$ cat src/rtl/byte_arbiter_pkg.sv
// Shared constants for the byte arbiter slice.
// Data width and channel encodings used across the datapath.
package byte_arbiter_pkg;

    localparam int DATA_W = 8;

    localparam logic CH0 = 1'b0;
    localparam logic CH1 = 1'b1;

endpackage

$ cat src/rtl/byte_fifo.sv
// Small per-channel byte FIFO with a registered count.
// No write-through: a full FIFO refuses a push even if it pops.
module byte_fifo #(
    parameter int DEPTH = 4,
    parameter int WIDTH = 8
) (
    input  logic             clk,
    input  logic             reset,
    input  logic             push,
    input  logic [WIDTH-1:0] wdata,
    input  logic             pop,
    output logic [WIDTH-1:0] rdata,
    output logic             empty,
    output logic             ready
);

    localparam int AW = $clog2(DEPTH);

    logic [WIDTH-1:0] mem [DEPTH];
    logic [AW-1:0]    wptr;
    logic [AW-1:0]    rptr;
    logic [AW:0]      count;

    assign rdata = mem[rptr];
    assign empty = (count == '0);
    assign ready = (count < (AW+1)'(DEPTH));

    always_ff @(posedge clk or posedge reset) begin
        if (reset) begin
            wptr  <= '0;
            rptr  <= '0;
            count <= '0;
            for (int i = 0; i < DEPTH; i++) begin
                mem[i] <= '0;
            end
        end else begin
            if (push) begin
                mem[wptr] <= wdata;
                wptr      <= wptr + 1'b1;
            end
            if (pop) begin
                rptr <= rptr + 1'b1;
            end
            unique case ({push, pop})
                2'b10:   count <= count + 1'b1;
                2'b01:   count <= count - 1'b1;
                default: count <= count;
            endcase
        end
    end

endmodule

$ cat src/rtl/mux8.sv
// 8-bit 2:1 mux shared by the byte datapath.
// s = 0 selects a, s = 1 selects b.
module mux8
    import byte_arbiter_pkg::*;
(
    input  logic [DATA_W-1:0] a,
    input  logic [DATA_W-1:0] b,
    input  logic              s,
    output logic [DATA_W-1:0] out
);

    assign out = s ? b : a;

endmodule

$ cat src/rtl/byte_arbiter.sv
// Two-channel round-robin byte arbiter feeding the 8-bit mux,
// with a bubble-free valid/ready output register and source tag.
module byte_arbiter
    import byte_arbiter_pkg::*;
#(
    parameter int DEPTH = 4,
    parameter int WIDTH = 8
) (
    input  logic             clk,
    input  logic             reset,
    input  logic             in0_valid,
    output logic             in0_ready,
    input  logic [WIDTH-1:0] in0_data,
    input  logic             in1_valid,
    output logic             in1_ready,
    input  logic [WIDTH-1:0] in1_data,
    output logic             out_valid,
    input  logic             out_ready,
    output logic [WIDTH-1:0] out_data,
    output logic             out_src
);

    logic [WIDTH-1:0] head0;
    logic [WIDTH-1:0] head1;
    logic [WIDTH-1:0] mux_out;
    logic             empty0;
    logic             empty1;
    logic             pop0;
    logic             pop1;
    logic             load;
    logic             gnt_any;
    logic             gnt;
    logic             last_grant;

    byte_fifo #(.DEPTH(DEPTH), .WIDTH(WIDTH)) u_fifo0 (
        .clk   (clk),
        .reset (reset),
        .push  (in0_valid && in0_ready),
        .wdata (in0_data),
        .pop   (pop0),
        .rdata (head0),
        .empty (empty0),
        .ready (in0_ready)
    );

    byte_fifo #(.DEPTH(DEPTH), .WIDTH(WIDTH)) u_fifo1 (
        .clk   (clk),
        .reset (reset),
        .push  (in1_valid && in1_ready),
        .wdata (in1_data),
        .pop   (pop1),
        .rdata (head1),
        .empty (empty1),
        .ready (in1_ready)
    );

    assign load = !out_valid || out_ready;

    // With no request the select parks on last_grant, keeping s defined.
    always_comb begin
        gnt_any = 1'b0;
        gnt     = last_grant;
        unique case (1'b1)
            (!empty0 && !empty1): begin
                gnt_any = 1'b1;
                gnt     = ~last_grant;
            end
            (!empty0 && empty1): begin
                gnt_any = 1'b1;
                gnt     = CH0;
            end
            (empty0 && !empty1): begin
                gnt_any = 1'b1;
                gnt     = CH1;
            end
            default: begin
                gnt_any = 1'b0;
                gnt     = last_grant;
            end
        endcase
    end

    assign pop0 = load && gnt_any && (gnt == CH0);
    assign pop1 = load && gnt_any && (gnt == CH1);

    mux8 u_mux (
        .a   (head0),
        .b   (head1),
        .s   (gnt),
        .out (mux_out)
    );

    always_ff @(posedge clk or posedge reset) begin
        if (reset) begin
            out_valid  <= 1'b0;
            out_data   <= '0;
            out_src    <= CH0;
            last_grant <= CH1;
        end else if (load) begin
            if (gnt_any) begin
                out_valid  <= 1'b1;
                out_data   <= mux_out;
                out_src    <= gnt;
                last_grant <= gnt;
            end else begin
                out_valid <= 1'b0;
            end
        end
    end

endmodule
$ cat config.mk
export PLATFORM = sky130hd
export DESIGN_NAME = byte_arbiter
export DESIGN_NICKNAME = d
export VERILOG_FILES = /design/src/rtl/byte_arbiter_pkg.sv /design/src/rtl/byte_fifo.sv /design/src/rtl/mux8.sv /design/src/rtl/byte_arbiter.sv
export SDC_FILE = /design/constraint.sdc
export NUM_CORES = 1
export LEC_CHECK = 0
export CAP_MARGIN = 30
export CORE_MARGIN = 2
export CORE_UTILIZATION = 35
export CTS_CLUSTER_SIZE = 30
export DETAILED_ROUTE_END_ITERATION = 6
export GPL_TIMING_DRIVEN = 0
export HOLD_SLACK_MARGIN = 0.1
export SYNTH_ARGS = -nofsm -noshare
export SYNTH_HDL_FRONTEND = slang
export SYNTH_SLANG_ARGS = --single-unit
$ cat constraint.sdc
create_clock -name clk -period 4.55 [get_ports clk]
set_clock_uncertainty 0.15 [all_clocks]
set_input_delay 0.91 -clock clk [delete_from_list [all_inputs] [get_ports clk]]
set_output_delay 0.91 -clock clk [all_outputs]
set_load 0.01 [all_outputs]
* Yosys cells after proc, flatten, opt, wreduce, memory -nomap -nowiden
Index checks and enable logic that the tools add are counted.
** Cells by class
- Add/subtract/negate cells :: 8
- $mul :: 0
- Div/mod/pow operators :: 0
- Order comparisons :: 8
- Equal/unequal tests :: 4
- Shift-type cells :: 0
- Multiplexer cells :: 18
- Bitwise logic cells :: 6
- Reductions and logical operators :: 20
** Operators with widths (count)
- $bwmux 32 :: 2
- $mux 8 :: 7
- $bmux 8 s2 :: 2
- $demux 8 s2 :: 2
- $ge 3x3->1 const B :: 4
- $not 2->3 :: 4
- $pmux 3 s2 :: 2
- $logic_and 1x1->1 :: 10
- $add 2x1->2 const B :: 4
- $add 3x1->3 const B :: 2
- $logic_not 3->1 :: 2
- $lt 3x1->1 const B :: 2
- $lt 3x3->1 const B :: 2
- $sub 3x1->3 const B :: 2
- $eq 2x1->1 const B :: 2
- $eq 2x2->1 const B :: 2
- $reduce_bool 2->1 :: 2
- $logic_not 1->1 :: 3
- $pmux 1 s3 :: 1
- $reduce_or 3->1 :: 1
- $mux 1 :: 2
- $not 1->1 :: 2
- $reduce_and 2->1 :: 1
- $logic_or 1x1->1 :: 1
** Word-level totals
- Bits in registers :: 89
- Latch bits :: 0
- Memory bits (writable) :: 0
- ROM bits :: 0
- Input bits :: 21
- Memories :: 0

* Logic depth before layout (Yosys ltp)
- Depth after elaboration :: 9
- Mapped depth :: 10

* Modules after synthesis
From an unflattened synthesis, not the netlist that was laid out.
** Second synthesis, totals
- Cell total of the unflattened synthesis :: 268
- Area, all modules :: 4159.0 um^2
** Modules (own cells, without submodules)
- byte_fifo :: times used 2, cells each 112, area an instance 1761.7 um^2
- byte_arbiter :: times used 1, cells each 35, area an instance 504.2 um^2
- mux8 :: times used 1, cells each 9, area an instance 131.4 um^2

* Least setup slack after synthesis
Ideal clock, no wire load.
- Path kind :: input to register
- From :: input port out_ready
- To :: register u_fifo0.count[2]
- Library setup time :: 0.080 ns
- Arrival :: 2.359 ns
- Data required time :: 4.320 ns
- Setup slack :: 1.961 ns
- Cell stages on the path :: 10
- Path buffers :: 1
- Path through :: nand2b_1 > o211ai_2 > buf_6 > inv_1 > ha_1 > inv_1 > fa_1 > xor2_1 > nor2_1 > xnor2_1
** On the way
- Longest elaborated chain between the ends :: 5
- Elaborated cells between the ends (all ways) :: 7
- Those cells by class :: 2 x eq/ne; 1 x mux; 4 x reduce/logical
** RTL lines
- start: declaration :: line byte_arbiter.sv:18 : input logic out_ready,
- $logic_or 1x1->1 * :: line byte_arbiter.sv:57 : assign load = !out_valid || out_ready;
- $logic_and 1x1->1 * (2 in a row) :: line byte_arbiter.sv:83 : assign pop0 = load && gnt_any && (gnt == CH0);
- net pop0 :: line byte_arbiter.sv:28 : logic pop0;
- $eq 2x1->1 / $eq 2x2->1 (equally long branches) :: line byte_fifo.sv:44 : unique case ({push, pop})
- $pmux 3 s2 / $reduce_bool 2->1 (equally long branches)
- end signal: assignment :: line byte_fifo.sv:45 : 2'b10: count <= count + 1'b1;
- end signal: assignment :: line byte_fifo.sv:46 : 2'b01: count <= count - 1'b1;
- end signal: assignment :: line byte_fifo.sv:47 : default: count <= count;
- end: declaration :: line byte_fifo.sv:22 : logic [AW:0] count;
Mark *: on every way through the listed nets, which the timed path passes. The rest lies on a longest branch.
A chain may end at the register's enable or synchronous reset.

* Worst setup path in the final report
Same ends and word-level chain as after synthesis.

==> reports/results.md <==
| Parameter | Reported | Unit |
|---|---|---|
| Result of the run | finished, final reports clean | - |
| Number of global-route vias before repair | 2544 | - |
| Height of the chip | 113 | um |
| Worst EP required | 4.66 | ns |
| Initial antenna violation count | 0 | - |
| CP startpoint kind | input port | - |
| First-pass GRT wire length | 13000 | um |
| Crit-path cells | clkdlybuf4s50_1 > nand2b_1 > o211ai_2 > buf_6 > inv_1 > ha_1 > inv_1 > fa_1 > xor2_1 > nor2_1 > xnor2_1 | - |
| Global routing met1 resource utilization | 0.181 | - |
| Met3 track utilization from global routing | 0.0375 | - |
| Final standard cell area without fillers | 0.00504 | sq mm |
| Fraction of synthesized area in multiplexers | 0.263 | - |
| Largest family of logic cells by synthesized area | multiplexers | - |
| Post-synthesis share of cell area spent on and, or, nand and nor gates | 0.0417 | - |
| Total clock buffers created by CTS | 9 | - |
| Area of the die | 0.0127 | sq mm |
| Max-slew violations | 0 | - |
| Post-CTS Hold Fix Bufs | 0 | - |
| Vias/cell | 4.83 | - |
| Slew margin rel. | 0.561 | - |
| Compound-gate portion of the synthesized area | 0.0483 | - |
| Initial standard-cell utilization of the core | 0.361 | - |
| Synth Area in Adders | 0.0398 | - |
| DRT Pass-1 Iters | 4 | - |
| Clock-pin slew of the registers on the worst-case setup and hold paths | 0.06 | ns |
| Overflow left after global routing | 0 | - |
| Port Buffers | 32 | - |
| Time the worst path needs with I/O delays and setup | 2.87 | ns |
| Fraction of the cycle the final worst path needs | 0.632 | - |
| Non-Filler Instances | 476 | - |
| Diode insertion count for antenna repair | 0 | - |
| Number of I/O pins | 33 | - |
| Final Wtd Congestion | 0.706 | - |
| P_leak | 2.16 | nW |
| Netlist area before placement | 0.00415 | sq mm |
| Maximum cell stage delay along the critical path | 0.45 | ns |
| Final setup fails | 0 | - |
| CTS H-tree depth | 3 | - |
| DRC errors left | 0 | - |
| Hold violation total from the final report | 0 | - |
| Register-to-register setup slack | 2.12 | ns |
| Overall track demand over capacity in global routing | 0.133 | - |
| Post-CTS sizing | 0 | - |
| Maximum number of pins on one net before global-route repair | 69 | - |
| Crit end category | flop | - |
| Aggregate routed wire length | 7670 | um |
| Post-layout utilization of the core | 0.440 | - |
| Worst Path Max Fanout | 10 | - |
| # Max-Cap Violations | 0 | - |
| Total of flip-flops plus latches after synthesis | 89 | - |
| Most crowded layer after global routing | met2 | - |
| Met2 Resource Use GR | 0.209 | - |
| Min-Delay Path Class | reg -> reg | - |
| Worst hold slack after final layout | 0.352 | ns |
| Data arrival at the endpoint of the critical path | 2.99 | ns |
| Pwr Density | 748 | mW/mm^2 |
| Core Area | 0.0115 | sq mm |
| CTS tree | built | - |
| Overall via count from detail_route | 2300 | - |
| Sequential share of the synthesized area | 0.538 | - |
| Remaining antenna violation count after routing | 0 | - |
| Post-route total power | 3.77 | mW |
| Max frequency | 348 | MHz |
| Clock tree root driver cell | clkbuf_16 | - |
| CTS sink count | 89 | - |
| Xor/xnor share of the synthesized area | 0.0254 | - |
| Post-CTS setup buffers | 0 | - |
| Detail-routed net length per standard cell | 16.1 | um |
| Cell Count Post-Placement | 460 | - |
| Start-to-end type of the worst setup path | in -> reg | - |
| Unrepaired setup endpoints after global routing | false | - |
| Average size of a mapped cell | 14.6 | sq um |
| # rows | 39 | - |
| Worst-case clock buffer depth | 2 | - |
| Worst skew pair latency | 0.34 | ns |
| Slowest library cell on the worst path | clkdlybuf4s50_1 | - |
| Synthesized instance count | 284 | - |
| Post-layout nets | 361 | - |
| Area growth from synthesis to layout | 21.6 | % |
| Die Wd | 113 | um |
| Worst vdd ir | 258 | uV |
| Drt initial violations | 79 | - |
| Layout cell share with drive strength beyond 1 | 0.369 | - |
| Total half-perimeter wirelength after legalization and detailed placement | 5350 | um |
| Dpl cell area | 0.00467 | sq mm |
| Syn nets | 317 | - |
| Number of distinct library cells after synthesis | 31 | - |
| Tightest Pin Transition | 0.658 | ns |
| Most numerous cell on the critical path | inv_1 | - |
| Count of yosys warnings during synthesis | 0 | - |
per-layer routing:
layer	routed length (um)	part of all wire	vias up
li1	-	-	1098
met1	3660	0.48	1168
met2	3690	0.48	27
met3	220	0.029	7
met4	108	0.014	0
met5	0	0	-
critical path, delay by kind of cell:
kind	cells	cell delay [ns]
AOI/OAI and AO/OA	1	0.18
adders and majority gates	2	0.54
and+or+nand+nor	2	0.33
xor gates and xnor gates	2	0.27
buffers and inverters	4	0.76
logic make-up after synthesis:
kind of cell               Yosys count
AOI/OAI and AO/OA                   17
xor gates and xnor gates            12
adders and majority gates           12
buffers and inverters               42
DFF                                 89
muxes                               81
and+or+nand+nor                     31
power breakdown:
group | total (mW) | internal [mW] | switching (mW) | leakage (nW)
clock | 0.902 | 0.593 | 0.309 | 0.176
sequential | 1.41 | 1.20 | 0.215 | 1.07
combinational | 1.46 | 0.833 | 0.625 | 0.920
total | 3.77 | 2.62 | 1.15 | 2.16
cell usage after synthesis (all sizes together):
cell     instances  area share
mux4            16       0.087
o31ai            1      0.0051
nand2b           1      0.0015
o221ai           8       0.029
dfstp            1      0.0063
inv             32       0.029
xnor2            9       0.019
and3             1      0.0015
nor2             3      0.0027
ha              10       0.030
mux2            64        0.17
nor3             1      0.0012
o21ai            3      0.0036
o21a             3      0.0054
nand4            9       0.014
o211ai           1      0.0030
and2b            1      0.0021
dfrtp           88        0.53
or3              2      0.0042
mux2i            1      0.0024
nand2           12       0.013
xor2             3      0.0063
fa               2      0.0097
clkbuf           2      0.0018
nor2b            1      0.0015
o2111ai          1      0.0021
buf              8       0.013
layout make-up:
class	instances	area (sq um)
fill	1014	6430
sequential	89	2230
multi-input combinational	153	1730
timing repair buffer	33	348
clock buffer	9	225
tap	143	179
clock inverter	7	141
inverter	32	123
buffer	10	62.6
sequential cells by signal, indices dropped and copies added, names as in the netlist, 2 cells and up:
name	cells
u_fifo0.mem	32
u_fifo0.wptr	2
out_data	8
u_fifo1.rptr	2
u_fifo1.mem	32
u_fifo0.rptr	2
u_fifo1.wptr	2
u_fifo1.count	3
u_fifo0.count	3
stage by stage:
stage,TNS [ns],setup WS [ns]
2_1_floorplan,0,1.18
3_3_place_gp,-22.28,-0.256
3_5_place_dp,0,1.32
4_1_cts,0,1.66
5_1_grt,0,1.54
6_report,0,1.68
layout by cell type (no fill, tap or decap), types with 2 or more instances in the layout:
cell type,n
nor2_1,3
nand4_1,9
nand2_2,4
buf_2,5
xnor2_1,9
nand2_1,8
xor2_1,3
clkbuf_1,2
o21ai_0,3
o21a_1,3
ha_1,10
bufinv_16,4
inv_1,31
o221ai_2,8
clkdlybuf4s50_1,32
buf_6,2
mux2_2,64
fa_1,2
clkbuf_16,9
mux4_2,16
dfrtp_1,88
final timing paths:
check	startpoint	endpoint	cells after the start
setup / recovery	out_ready	u_fifo0.count[2]	11
hold / removal	u_fifo0.mem[12]	u_fifo0.mem[12]	1
setup reg to reg	u_fifo0.count[2]	u_fifo1.count[2]	8
hold reg to reg	u_fifo0.mem[12]	u_fifo0.mem[12]	1
max in group asynchronous	reset	last_grant	3
min in group asynchronous	reset	u_fifo0.mem[10]	2
No activity file was read; power rests on OpenSTA's default activity.
